## config.mk

```make
export PLATFORM = sky130hd
export DESIGN_NAME = load_store_unit_flat
export DESIGN_NICKNAME = d
export VERILOG_FILES = /design/src/rtl/lsu_pkg.sv /design/src/rtl/load_store_unit_if.sv /design/src/rtl/load_store_unit_load_extend.sv /design/src/rtl/load_store_unit.sv /design/src/flat_wrapper.sv
export SDC_FILE = /design/constraint.sdc
export NUM_CORES = 1
export LEC_CHECK = 0
export ABC_AREA = 1
export BUFFER_PORTS_ARGS = -buffer_cell sky130_fd_sc_hd__buf_4
export CELL_PAD_IN_SITES_DETAIL_PLACEMENT = 1
export CELL_PAD_IN_SITES_GLOBAL_PLACEMENT = 2
export CORE_MARGIN = 2
export CORE_UTILIZATION = 29
export CTS_CLUSTER_SIZE = 40
export DETAILED_ROUTE_END_ITERATION = 16
export HOLD_SLACK_MARGIN = 0.15
export PLACE_DENSITY_LB_ADDON = 0.1
export SYNTH_ARGS = -nofsm -noshare
export SYNTH_HDL_FRONTEND = slang
export SYNTH_HIERARCHICAL = 1
export SYNTH_SLANG_ARGS = --single-unit
export TNS_END_PERCENT = 20
```

## constraint.sdc

```tcl
create_clock -name clk -period 3.1 [get_ports clk]
set_input_delay 0.465 -clock clk [delete_from_list [all_inputs] [get_ports clk]]
set_output_delay 0.465 -clock clk [all_outputs]
set_load 0.005 [all_outputs]
```

## src/rtl/lsu_pkg.sv

```systemverilog
// Shared types and helpers for the load/store unit: FSM states, funct3 codes
// and the legality/alignment rules applied when an access is accepted.
package lsu_pkg;

  typedef enum logic [1:0] {
    IDLE = 2'd0,
    REQ  = 2'd1,
    DONE = 2'd2
  } lsu_state_t;

  localparam logic [2:0] F3_B  = 3'b000;
  localparam logic [2:0] F3_H  = 3'b001;
  localparam logic [2:0] F3_W  = 3'b010;
  localparam logic [2:0] F3_BU = 3'b100;
  localparam logic [2:0] F3_HU = 3'b101;

  function automatic logic access_legal(input logic we, input logic [2:0] f3);
    if (we) return (f3 == F3_B) || (f3 == F3_H) || (f3 == F3_W);
    return (f3 == F3_B) || (f3 == F3_H) || (f3 == F3_W) || (f3 == F3_BU) || (f3 == F3_HU);
  endfunction

  // Size lives in f3[1:0] for every legal code, so alignment only looks there.
  function automatic logic access_aligned(input logic [2:0] f3, input logic [1:0] lane);
    case (f3[1:0])
      2'b01:   return !lane[0];
      2'b10:   return lane == 2'b00;
      default: return 1'b1;
    endcase
  endfunction

endpackage

```

## src/rtl/load_store_unit_if.sv

```systemverilog
// Data-memory request/response bus between the load/store unit (master)
// and data memory (slave).
interface load_store_unit_if #(
  parameter int DATA_WIDTH = 32,
  parameter int ADDR_WIDTH = 32
);
  logic                  mem_req;
  logic                  mem_we;
  logic [ADDR_WIDTH-1:0] mem_addr;
  logic [DATA_WIDTH-1:0] mem_wdata;
  logic [3:0]            mem_wstrb;
  logic                  mem_ready;
  logic [DATA_WIDTH-1:0] mem_rdata;

  modport master (
    output mem_req, mem_we, mem_addr, mem_wdata, mem_wstrb,
    input  mem_ready, mem_rdata
  );

  modport slave (
    input  mem_req, mem_we, mem_addr, mem_wdata, mem_wstrb,
    output mem_ready, mem_rdata
  );
endinterface

```

## src/rtl/load_store_unit_load_extend.sv

```systemverilog
// Picks the addressed byte/halfword out of a memory word and sign- or
// zero-extends it according to funct3. Purely combinational.
module load_extend
  import lsu_pkg::*;
#(
  parameter int DATA_WIDTH = 32
) (
  input  logic [DATA_WIDTH-1:0] rdata,
  input  logic [1:0]            lane,
  input  logic [2:0]            funct3,
  output logic [DATA_WIDTH-1:0] data
);
  logic [7:0]  byte_lane [4];
  logic [15:0] half_lane [2];
  logic [7:0]  byte_sel;
  logic [15:0] half_sel;

  for (genvar gi = 0; gi < 4; gi++) begin : g_byte
    assign byte_lane[gi] = rdata[gi*8 +: 8];
  end

  for (genvar gi = 0; gi < 2; gi++) begin : g_half
    assign half_lane[gi] = rdata[gi*16 +: 16];
  end

  assign byte_sel = byte_lane[lane];
  assign half_sel = half_lane[lane[1]];

  always_comb begin
    case (funct3)
      F3_B:    data = {{(DATA_WIDTH-8){byte_sel[7]}}, byte_sel};
      F3_H:    data = {{(DATA_WIDTH-16){half_sel[15]}}, half_sel};
      F3_BU:   data = {{(DATA_WIDTH-8){1'b0}}, byte_sel};
      F3_HU:   data = {{(DATA_WIDTH-16){1'b0}}, half_sel};
      default: data = rdata;
    endcase
  end
endmodule

```

## src/rtl/load_store_unit.sv

```systemverilog
// Memory-access stage: runs one load/store per instruction over the mem bus,
// stalls the core while outstanding and flags illegal/misaligned/timed-out accesses.
module load_store_unit
  import lsu_pkg::*;
#(
  parameter int DATA_WIDTH = 32,
  parameter int ADDR_WIDTH = 32,
  parameter int TIMEOUT    = 16
) (
  input  logic                  clk,
  input  logic                  rst_n,
  input  logic                  lsu_valid,
  input  logic                  MemWrite,
  input  logic [2:0]            funct3,
  input  logic [ADDR_WIDTH-1:0] ALUResult,
  input  logic [DATA_WIDTH-1:0] WriteData,
  output logic                  stall,
  output logic [DATA_WIDTH-1:0] ReadData,
  output logic                  done,
  output logic                  err,
  load_store_unit_if.master     bus
);
  localparam int CNT_W = $clog2(TIMEOUT + 1);

  lsu_state_t            state_reg, state_next;
  logic                  we_reg;
  logic [2:0]            f3_reg;
  logic [1:0]            lane_reg;
  logic                  err_reg;
  logic [CNT_W-1:0]      cnt_reg;
  logic [ADDR_WIDTH-1:0] addr_reg;
  logic [DATA_WIDTH-1:0] wdata_reg;
  logic [3:0]            wstrb_reg;
  logic [DATA_WIDTH-1:0] read_data_reg;
  logic [DATA_WIDTH-1:0] load_data;
  logic [DATA_WIDTH-1:0] store_data;
  logic [3:0]            store_strb;
  logic                  access_ok;
  logic                  timeout_hit;

  assign access_ok   = access_legal(MemWrite, funct3) && access_aligned(funct3, ALUResult[1:0]);
  assign timeout_hit = (cnt_reg == CNT_W'(TIMEOUT - 1));

  // Store lanes: data replicated across the word, strobes pick the live bytes.
  always_comb begin
    store_strb = 4'b0000;
    store_data = '0;
    if (MemWrite) begin
      case (funct3)
        F3_B: begin
          store_strb = 4'b0001 << ALUResult[1:0];
          store_data = {(DATA_WIDTH/8){WriteData[7:0]}};
        end
        F3_H: begin
          store_strb = 4'b0011 << ALUResult[1:0];
          store_data = {(DATA_WIDTH/16){WriteData[15:0]}};
        end
        default: begin
          store_strb = 4'b1111;
          store_data = WriteData;
        end
      endcase
    end
  end

  always_ff @(posedge clk or negedge rst_n) begin
    if (!rst_n) state_reg <= IDLE;
    else        state_reg <= state_next;
  end

  always_comb begin
    state_next = state_reg;
    stall      = 1'b0;
    case (state_reg)
      IDLE: begin
        stall = lsu_valid;
        if (lsu_valid) state_next = access_ok ? REQ : DONE;
      end
      REQ: begin
        stall = 1'b1;
        if (bus.mem_ready || timeout_hit) state_next = DONE;
      end
      DONE:    state_next = IDLE;
      default: state_next = IDLE;
    endcase
  end

  always_ff @(posedge clk or negedge rst_n) begin
    if (!rst_n) begin
      we_reg        <= 1'b0;
      f3_reg        <= 3'b000;
      lane_reg      <= 2'b00;
      err_reg       <= 1'b0;
      cnt_reg       <= '0;
      addr_reg      <= '0;
      wdata_reg     <= '0;
      wstrb_reg     <= 4'b0000;
      read_data_reg <= '0;
    end else begin
      case (state_reg)
        IDLE: begin
          if (lsu_valid) begin
            we_reg   <= MemWrite;
            f3_reg   <= funct3;
            lane_reg <= ALUResult[1:0];
            err_reg  <= !access_ok;
            cnt_reg  <= '0;
            // Bus registers only move for accesses that will actually be issued.
            if (access_ok) begin
              addr_reg  <= {ALUResult[ADDR_WIDTH-1:2], 2'b00};
              wdata_reg <= store_data;
              wstrb_reg <= store_strb;
            end
          end
        end
        REQ: begin
          if (bus.mem_ready) begin
            if (!we_reg) read_data_reg <= load_data;
          end else if (timeout_hit) begin
            err_reg <= 1'b1;
          end else begin
            cnt_reg <= cnt_reg + 1'b1;
          end
        end
        default: ;
      endcase
    end
  end

  load_extend #(.DATA_WIDTH(DATA_WIDTH)) u_load_extend (
    .rdata  (bus.mem_rdata),
    .lane   (lane_reg),
    .funct3 (f3_reg),
    .data   (load_data)
  );

  assign bus.mem_req   = (state_reg == REQ);
  assign bus.mem_we    = we_reg && (state_reg == REQ);
  assign bus.mem_addr  = addr_reg;
  assign bus.mem_wdata = wdata_reg;
  assign bus.mem_wstrb = wstrb_reg;
  assign done          = (state_reg == DONE);
  assign err           = (state_reg == DONE) && err_reg;
  assign ReadData      = read_data_reg;

endmodule

```

## src/flat_wrapper.sv

```systemverilog
// flat-port wrapper written by rule: the top's interface ports become plain ports
module load_store_unit_flat import lsu_pkg::*;
#(
  parameter int DATA_WIDTH = 32,
  parameter int ADDR_WIDTH = 32,
  parameter int TIMEOUT    = 16
)
  (clk, rst_n, lsu_valid, MemWrite, funct3, ALUResult, WriteData, stall, ReadData, done, err, bus_mem_req, bus_mem_we, bus_mem_addr, bus_mem_wdata, bus_mem_wstrb, bus_mem_ready, bus_mem_rdata);
  load_store_unit_if #(.DATA_WIDTH(DATA_WIDTH), .ADDR_WIDTH(ADDR_WIDTH)) bus_i ();
  input  logic clk;
  input  logic rst_n;
  input  logic lsu_valid;
  input  logic MemWrite;
  input  logic [2:0] funct3;
  input  logic [ADDR_WIDTH-1:0] ALUResult;
  input  logic [DATA_WIDTH-1:0] WriteData;
  output logic stall;
  output logic [DATA_WIDTH-1:0] ReadData;
  output logic done;
  output logic err;
  output wire logic [$bits(bus_i.mem_req)-1:0] bus_mem_req;
  output wire logic [$bits(bus_i.mem_we)-1:0] bus_mem_we;
  output wire logic [$bits(bus_i.mem_addr)-1:0] bus_mem_addr;
  output wire logic [$bits(bus_i.mem_wdata)-1:0] bus_mem_wdata;
  output wire logic [$bits(bus_i.mem_wstrb)-1:0] bus_mem_wstrb;
  input wire logic [$bits(bus_i.mem_ready)-1:0] bus_mem_ready;
  input wire logic [$bits(bus_i.mem_rdata)-1:0] bus_mem_rdata;
  assign bus_mem_req = bus_i.mem_req;
  assign bus_mem_we = bus_i.mem_we;
  assign bus_mem_addr = bus_i.mem_addr;
  assign bus_mem_wdata = bus_i.mem_wdata;
  assign bus_mem_wstrb = bus_i.mem_wstrb;
  assign bus_i.mem_ready = bus_mem_ready;
  assign bus_i.mem_rdata = bus_mem_rdata;
  load_store_unit #(.DATA_WIDTH(DATA_WIDTH), .ADDR_WIDTH(ADDR_WIDTH), .TIMEOUT(TIMEOUT)) u_core (.clk(clk), .rst_n(rst_n), .lsu_valid(lsu_valid), .MemWrite(MemWrite), .funct3(funct3), .ALUResult(ALUResult), .WriteData(WriteData), .stall(stall), .ReadData(ReadData), .done(done), .err(err), .bus(bus_i));
endmodule
```

==> impl_metrics.csv, run 1 <==
group,metric,value,unit
floorplan,core,21000,sq um
sta,period_minus_slack,2040,ps
drt,via_per_inst,4.45,
synth,synth_cell_types,32,
clock_tree,cts.sinks,112,
finish,multiInputGateArea,2690,sq um
finish,fillCellCount,2653,
synth,async_reset_ff_share,100,%
placement,portBuffers,206,
drt,ant_nets,0,
setup_path,reg2reg_from,"u_core/state_reg[1]",
grt,grt_pass1_vias,6069,
setup_path,startpoint_type,"primary input",
synth,ys_warn_count,6,
pwr,ir_drop,272,uV
synth,yosys.area.top_type,"dfrtp_1",
floorplan,die_w,150,um
grt,grt_util_all_layers,17.7,%
job,drv_cap,0,
sta,timing.final.hold_violations,0,
clock_tree,tritoncts,"yes",
finish,seq_area,2800,sq um
clock_tree,clkTransAtPathRegs,80,ps
setup_path,r2r-end,"u_core/ReadData[30]",
grt,grt_max_degree,50,
setup_path,r2r_slack,1120,ps
sta,setup_ws,1060,ps
sta,period_share,65.9,%
drt,wire_per_inst,14.9,um
synth,seq_area_frac_synth,45.1,%
placement,dp_hpwl,14800,um
clock_tree,insertion_delay,350,ps
setup_path,cp_max_fo,29,
pwr,p_per_area,820,nW/um^2
outcome,status,"finished clean",
drt,first_pass_iters,4,
setup_path,crit_required,3390,ps
floorplan,pin_count,209,
placement,finalWeightedCongestion,0.754,
finish,design.final.nets,1160,
synth,yosys_register_bits,112,
clock_tree,numCtsBuffers,9,
synth,avgSynthCellArea,7.17,sq um
grt,antenna_found_initial,0,
floorplan,fp-row-count,53,
grt,grt-ovfl-total,0,
setup_path,path_class,"in2reg",
grt,grt_pass1_wl,31500,um
drt,drcViolationCount,0,
drt,num_vias,5915,
setup_path,arrival,2330,ps
clock_tree,max-clock-path-buffers,2,
placement,pre_cts_slack,658,ps
hold_path,min_path_type,"in2reg",
sta,finalMaxSlewViolations,0,
floorplan,initial_core_util,29.5,%
sta,setup-violations-final,0,
drt,drt_first_iter_violations,201,
sta,worst_slew_pin_slew,847,ps
clock_tree,postCtsHoldBufs,1,
finish,final_core_util,39.0,%
finish,antenna_cells,0,
clock_tree,cts_setup_buffers,0,
clock_tree,post_cts_resize_count,0,
pwr,p_leak,4.73,nW
hold_path,hold_path_end,"u_core/bus.mem_addr[31]",
pwr,power.total,0.00673,W
drt,drt-total-wl,19800,um
synth,synthesis.instances,866,
sta,fmax,489,MHz
setup_path,endpoint_kind,"flop",
floorplan,dieArea,22600,sq um
sta,timing.hold.ws,298,ps
synth,synth_edf_count,0,
finish,drive_above_1_share,25.7,%
sta,grt_setup_unrepaired,"no",
setup_path,worstRegToRegCells,5,
hold_path,hp-start,"ALUResult[31]",
finish,syn_to_final_growth,32.1,%
clock_tree,clockRootBuffer,"clkbuf_16",
floorplan,fp.dieH,150,um
synth,synthFlopType,"dfrtp_1",
hold_path,whs_path_depth,3,
sta,tns,0,ps
synth,syn-cell-area,6210,sq um
sta,fin_skew,12.8,ps
synth,synth_top_area_share,45.1,%
clock_tree,ctsHtreeMaxLevel,3,
sta,relSlewSlack,43.4,%
synth,ys_top_cells_by_area,"dfrtp_1 45%, nand2_1 22%, inv_1 6.3%",
-- cell families after synthesis --
| group | share of synthesized area (%) |
|---|---|
| and+or+nand+nor | 35.8 |
| buffers and inverters | 11.7 |
| DFF | 45.1 |
| AOI/OAI and AO/OA | 6.29 |
| adders and majority gates | 1.01 |
| other | 0.0604 |
-- power by group --
part	total, W	leakage (nW)	switching, W	internal [W]
combinational	0.00302	3.14	0.00158	0.00144
sequential	0.00253	1.44	0.000460	0.00207
clock	0.00117	0.145	0.000589	0.000583
total	0.00673	4.73	0.00263	0.00410
-- Yosys cell counts, types with 4 or more instances --
cell,n
buf_2,15
buf_4,8
a22oi_1,7
dfrtp_1,112
inv_2,4
nand2_1,367
inv_1,105
a21oi_1,4
nand3_1,61
nand2_2,4
clkbuf_1,10
nor2_2,4
o21ai_1,23
ha_1,5
or2_2,4
nor2_1,48
buf_6,10
o21ai_0,39
nand3_2,15
-- critical path, stage by stage --
cell	delay (ps)
buf_4	110
inv_1	90
ha_1	230
inv_2	60
nand2_4	170
nand2_1	80
nand2_1	130
nand2_2	100
nor2_4	310
buf_4	380
nand2_1	90
nand2_1	80
-- final cells by class --
class,count,share of cell area (%)
repair buffers,217,20.1
clock buffers,10,2.91
flip-flops and latches,112,34.2
inverters,111,5.17
well taps,275,4.20
multi-input cells,600,32.8
clock inverters,5,0.641
-- routing by layer --
metal  routed length (um)  share of wire (%)  vias up  global-route usage, %
li1                     -                  -     3007                      -
met2                 9200                 47      140                   28.9
met5                    0                  0        -                      0
met3                 1260                6.4       17                   3.73
met1                 9020                 46     2751                   23.6
met4                  281                1.4        0                   5.00
-- cells in the final DEF (no fill, tap or decap), types with 2 or more instances in the layout --
master,netlist,routed
a21oi_1,4,4
a22oi_1,7,7
buf_4,8,215
clkbuf_16,0,9
conb_1,1,2
dfrtp_1,112,112
ha_1,5,5
inv_1,105,105
inv_2,4,4
inv_8,0,2
nand2_1,367,367
nand2_2,4,4
nand2_4,3,3
nand3_1,61,61
nand3_2,15,14
nand3b_1,2,2
nor2_1,48,48
nor2_2,4,4
nor2_4,2,2
nor3_1,3,3
o21ai_0,39,39
o21ai_1,23,23
or2_0,3,3
or2_2,4,4
-- how the worst max path moves through the flow --
stage / depth (start not counted) / startpoint / slack [ps] / to
after global placement: 12 / funct3[0] / 710 / u_core/bus.mem_addr[2]
after detailed placement: 12 / funct3[1] / 660 / u_core/bus.mem_addr[21]
after CTS: 12 / funct3[1] / 1040 / u_core/bus.mem_addr[21]
final: 12 / funct3[1] / 1060 / u_core/bus.mem_addr[21]
after global routing: 12 / funct3[1] / 850 / u_core/bus.mem_addr[18]
after floorplan: 11 / funct3[0] / 1480 / u_core/bus.mem_addr[10]
-- stage by stage --
step / instance area, sq um / cells
final: 8200 / 1330
after global routing: 8200 / 1330
after CTS: 8200 / 1330
after detailed placement: 7900 / 1314
after global placement: 7900 / 1314
after floorplan: 6210 / 867
Note: power is estimated with default switching activity, not from simulation.
==> inputs of run 2 (changes only) <==
Settings changed: ABC_AREA 1 to 0, CORE_UTILIZATION 29 to 28.
Clock period 3.1 ns to 1.7 ns, I/O delays scaled along.
==> impl_metrics.csv, run 2 <==
group,metric,value,unit
finish,antenna_cells,0,
placement,portBuffers,206,
finish,syn_to_final_growth,53.1,%
synth,syn-cell-area,5720,sq um
clock_tree,clockRootBuffer,"clkbuf_16",
synth,synthesis.instances,511,
pwr,ir_drop,604,uV
drt,drcViolationCount,0,
clock_tree,numCtsBuffers,9,
pwr,p_per_area,1330,nW/um^2
pwr,seq_power_share,37.7,%
sta,timing.final.hold_violations,0,
sta,relSlewSlack,54.1,%
finish,design.final.nets,879,
drt,drt_first_iter_violations,189,
grt,grt_pass1_wl,29600,um
pwr,power_frac_comb,42.8,%
grt,met2_usage,29.2,%
clock_tree,clkTransAtPathRegs,80,ps
synth,synth_top_area_share,49.0,%
grt,grt-ovfl-total,0,
synth,synthFlopType,"dfrtp_1",
sta,worst_slew_pin_slew,688,ps
outcome,status,"finished, violations left",
grt,top_usage_layer,"met2",
synth,synth_most_common_cell,"dfrtp_1",
sta,timing.hold.ws,168,ps
clock_tree,insertion_delay,360,ps
sta,fmax,500,MHz
grt,grt_util_all_layers,17.4,%
synth,synth_cell_types,47,
pwr,p_clk_share,19.4,%
placement,dpl_cell_area,7830,sq um
synth,yosys_register_bits,112,
setup_path,startpoint_type,"flop",
drt,via_per_inst,4.64,
sta,finalMaxSlewViolations,0,
grt,met1_usage,22.6,%
finish,drive_above_1_share,47.4,%
synth,ys_top_cells_by_area,"dfrtp_1 49%, mux2_2 15%, mux2i_1 6.8%",
floorplan,core,20100,sq um
grt,antenna_found_initial,0,
setup_path,endpoint_kind,"flop",
synth,ys_top_cells_by_count,"112 x dfrtp_1, 78 x mux2_2, 64 x nand2_1",
floorplan,pin_count,209,
clock_tree,cts.sinks,112,
setup_path,crit_required,1940,ps
synth,yosys.area.top_type,"dfrtp_1",
finish,final_cell_mix,"233 x buf_4, 112 x dfrtp_1, 64 x nand2_1",
clock_tree,ctsHtreeMaxLevel,3,
sta,period_minus_slack,2000,ps
floorplan,dieArea,21600,sq um
setup_path,path_class,"reg2reg",
pwr,p_sw,0.00369,W
placement,finalWeightedCongestion,0.802,
drt,wire_per_inst,18.2,um
synth,synth_edf_count,0,
finish,final_cell_area,8750,sq um
synth,async_reset_ff_share,100,%
hold_path,min_path_type,"in2reg",
clock_tree,max-clock-path-buffers,2,
synth,avgSynthCellArea,11.2,sq um
grt,grt_pass1_vias,5276,
sta,setup_ws,-299,ps
drt,drt-total-wl,19000,um
placement,dp_hpwl,13400,um
job,drv_cap,0,
sta,setup-violations-final,99,
outcome,violations,"negative setup slack",
setup_path,path_cells,"or3b_4, a211o_1, a21oi_4, buf_12, clkbuf_16, mux2_2",
floorplan,initial_core_util,28.4,%
setup_path,arrival,2240,ps
floorplan,fp-row-count,52,
floorplan,fp.dieH,147,um
setup_path,slowest_delay,400,ps
setup_path,cp_max_fo,6,
grt,met3_usage,4.38,%
drt,num_vias,4854,
sta,grt_setup_unrepaired,"yes",
grt,grt_max_degree,113,
synth,ys_warn_count,6,
drt,first_pass_iters,4,
sta,fin_skew,6.64,ps
pwr,internal-power,0.00797,W
drt,ant_nets,0,
sta,period_share,118,%
floorplan,die_w,147,um
pwr,swShare,31.6,%
synth,seq_area_frac_synth,49.0,%
pwr,p_leak,4.24,nW
setup_path,cp_slowest_cell,"or3b_4",
clock_tree,tritoncts,"yes",
finish,layout_commonest_cell,"buf_4",
-- run 2: worst paths after layout --
check                           slack [ps]                        to           startpoint  cells after the start
worst max-delay path                  -300  u_core/bus.mem_wdata[22]  u_core/state_reg[0]                      6
worst min-delay path                   170   u_core/bus.mem_wdata[5]         WriteData[5]                      3
worst max register to register        -300  u_core/bus.mem_wdata[22]  u_core/state_reg[0]                      6
worst min register to register         510            u_core/err_reg       u_core/err_reg                      2
max in group asynchronous              680        u_core/ReadData[3]                rst_n                      3
min in group asynchronous              460   u_core/bus.mem_wdata[1]                rst_n                      3
-- run 2: per-layer routing --
metal / up-vias / share of wire, %
met2: 122 / 49
met1: 2429 / 44
met4: 0 / 1.3
li1: 2291 / -
met3: 12 / 5.8
met5: - / 0
-- run 2: cell type report --
class / count / area (sq um)
inverter: 33 / 129
fill: 2172 / 11300
clock inverter: 7 / 77.6
clock buffer: 9 / 225
multi-input combinational: 329 / 2740
sequential: 112 / 2800
tap: 270 / 338
timing repair buffer: 285 / 2450
-- run 2: cell families (layout without fill, tap and decap cells) --
family | count (synthesis) | count (layout) | share of synthesized area (%)
flip-flops | 112 | 112 | 49.0
AO/OA/AOI/OAI | 97 | 97 | 11.5
XOR/XNOR | 1 | 1 | 0.153
multiplexers | 118 | 118 | 22.6
adder cells (fa/ha/maj) | 5 | 5 | 1.09
other | 1 | 2 | 0.0656
buffers and inverters | 71 | 334 | 6.57
AND/OR/NAND/NOR | 106 | 106 | 8.97
-- run 2: critical path, delay by kind of cell, from the launching register on --
kind	cells	cell delay, ps
flops	1	390
compound gates	2	450
mux	1	330
buf+inv	2	300
simple gates	1	400
-- run 2: power by group through the flow --
stage	Combinational [W]	Sequential (W)	Clock (W)
global route	0.00543	0.00458	0.00246
detailed placement	0.00469	0.00446	0
finish	0.00500	0.00440	0.00227
CTS	0.00486	0.00442	0.00236
global placement	0.00458	0.00439	0
floorplan	0.00203	0.00440	0
-- run 2: repair_timing --
action,4_1_cts,5_1_grt
gates resized for setup,26,29
buffers inserted,0,2
hold buffers,31,0
gates cloned,0,4
hold endpoints to repair,142,0
endpoints found under the setup margin,107,108
pin swaps,2,2
-- run 2: metrics by stage --
stage | util, % | std cells | TNS (ps) | total power (W) | worst slack, ps
2_1_floorplan | - | 512 | -14140 | 0.00642 | -214
3_3_place_gp | 38.9 | 992 | -17530 | 0.00897 | -261
3_5_place_dp | 38.9 | 992 | -24230 | 0.00914 | -350
4_1_cts | 42.4 | 1039 | -18450 | 0.0116 | -285
5_1_grt | 43.5 | 1045 | -23850 | 0.0125 | -339
6_report | 43.5 | 1045 | -17380 | 0.0117 | -299
==> inputs of run 3 (changes only) <==
Settings changed: CTS_BUF_LIST set to sky130_fd_sc_hd__clkbuf_8, SLEW_MARGIN set to 25.
==> impl_metrics.csv, run 3 (synthesized netlist as in run 2, its figures left out) <==
group,metric,value,unit
setup_path,path_class,"reg2reg",
floorplan,die_w,147,um
finish,layout_commonest_cell,"buf_4",
grt,antenna_found_initial,0,
clock_tree,numCtsBuffers,9,
outcome,status,"finished, violations left",
placement,portBuffers,206,
setup_path,path_cells,"or3b_4, a211o_1, a21oi_4, buf_6, buf_12, mux2_2",
drt,first_pass_iters,4,
clock_tree,clkTransAtPathRegs,110,ps
drt,ant_nets,0,
floorplan,fp-row-count,52,
finish,antenna_cells,0,
clock_tree,max-clock-path-buffers,2,
job,drv_cap,0,
pwr,internal-power,0.00753,W
floorplan,fp.dieH,147,um
setup_path,cp_max_fo,11,
grt,grt-ovfl-total,0,
grt,grt_pass1_wl,30200,um
sta,grt_setup_unrepaired,"yes",
finish,syn_to_final_growth,53.7,%
sta,fin_skew,5.15,ps
finish,final_cell_area,8790,sq um
drt,drt-total-wl,19100,um
clock_tree,tritoncts,"yes",
sta,timing.final.hold_violations,0,
hold_path,whs_path_depth,3,
floorplan,dieArea,21600,sq um
placement,dp_hpwl,13400,um
sta,tns,-18190,ps
pwr,power_frac_comb,45.0,%
sta,period_minus_slack,1980,ps
drt,drcViolationCount,0,
pwr,p_per_area,1270,nW/um^2
sta,worst_slew_pin_slew,692,ps
setup_path,startpoint_type,"flop",
setup_path,arrival,2260,ps
hold_path,min_path_type,"in2reg",
setup_path,worstRegToRegCells,6,
pwr,seq_power_share,39.4,%
clock_tree,ctsHtreeMaxLevel,3,
setup_path,cp_slowest_cell,"dfrtp_1",
setup_path,cp-startpoint,"u_core/state_reg[0]",
pwr,p_sw,0.00364,W
floorplan,pin_count,209,
drt,drt_first_iter_violations,175,
pwr,ir_drop,538,uV
setup_path,endpoint_kind,"flop",
pwr,p_clk_share,15.6,%
finish,drive_above_1_share,46.6,%
sta,setup-violations-final,98,
sta,fmax,505,MHz
grt,grt_util_all_layers,17.7,%
sta,setup_ws,-279,ps
outcome,violations,"negative setup slack",
drt,via_per_inst,4.62,
sta,period_share,116,%
drt,wire_per_inst,18.1,um
sta,finalMaxSlewViolations,0,
clock_tree,clockRootBuffer,"clkbuf_8",
placement,finalWeightedCongestion,0.802,
placement,dpl_cell_area,7830,sq um
grt,grt_pass1_vias,5370,
floorplan,core,20100,sq um
clock_tree,cts.sinks,112,
drt,num_vias,4895,
setup_path,slowest_delay,400,ps
clock_tree,insertion_delay,390,ps
pwr,swShare,32.6,%
hold_path,hp-start,"WriteData[29]",
sta,relSlewSlack,53.9,%
finish,design.final.nets,893,
grt,grt_max_degree,113,
setup_path,reg2reg_from,"u_core/state_reg[0]",
pwr,p_leak,4.26,nW
finish,fillCellCount,2162,
setup_path,crit_required,1980,ps
floorplan,initial_core_util,28.4,%
finish,final_cell_mix,"234 x buf_4, 112 x dfrtp_1, 64 x nand2_1",
-- run 3: power by group through the flow --
stage | clock network, W | logic, W | registers, W
2_1_floorplan | 0 | 0.00203 | 0.00440
3_3_place_gp | 0 | 0.00458 | 0.00439
3_5_place_dp | 0 | 0.00469 | 0.00446
4_1_cts | 0.00184 | 0.00500 | 0.00442
5_1_grt | 0.00192 | 0.00546 | 0.00457
6_report | 0.00174 | 0.00503 | 0.00440
-- run 3: layout make-up --
| type | instances | area, sq um | share of cell area [%] |
|---|---|---|---|
| Multi-Input combinational cell | 329 | 2740 | 31.2 |
| Timing Repair Buffer | 299 | 2570 | 29.3 |
| Tap cell | 270 | 338 | 3.85 |
| Clock inverter | 7 | 77.6 | 0.883 |
| Inverter | 33 | 126 | 1.44 |
| Sequential cell | 112 | 2800 | 31.9 |
| Clock buffer | 9 | 124 | 1.41 |
-- run 3: path summary, 6_finish.rpt --
check	endpoint	slack [ps]
max	u_core/bus.mem_wdata[22]	-280
min	u_core/bus.mem_wdata[29]	180
max reg2reg	u_core/bus.mem_wdata[22]	-280
min reg2reg	u_core/cnt_reg[4]	520
max in group asynchronous	u_core/ReadData[2]	720
min in group asynchronous	u_core/bus.mem_wdata[1]	420
-- run 3: repair_timing --
item | 4_1_cts | 5_1_grt
setup buffers | 2 | 3
setup endpoints to repair | 108 | 109
hold endpoints to repair | 154 | 0
hold buffers | 43 | 0
gates resized for setup | 43 | 15
cloned | 1 | 2
pin swaps | 1 | 5
-- run 3: critical path: cells and delay by family, from the launching register on --
kind | cells | cell delay [ps]
flip-flops | 1 | 400
AO/OA/AOI/OAI | 2 | 420
buffers and inverters | 2 | 300
AND/OR/NAND/NOR | 1 | 400
multiplexers | 1 | 340
-- run 3: per-stage QoR --
stage	setup WS (ps)	utilization [%]	hold WS [ps]	total power (W)	instances
6_report	-279	43.7	180	0.0112	1059
5_1_grt	-331	43.7	176	0.0119	1059
4_1_cts	-283	43.0	152	0.0113	1054
3_5_place_dp	-350	38.9	409	0.00914	992
3_3_place_gp	-261	38.9	398	0.00897	992
2_1_floorplan	-214	-	-40.6	0.00642	512
-- run 3: metal layers --
layer | vias to the layer above | GRT usage, % | share of wire [%]
met5 | - | 0 | 0
met4 | 0 | 5.29 | 1.3
met3 | 14 | 3.73 | 5.3
met2 | 115 | 29.6 | 49
met1 | 2447 | 23.1 | 44
li1 | 2319 | - | -
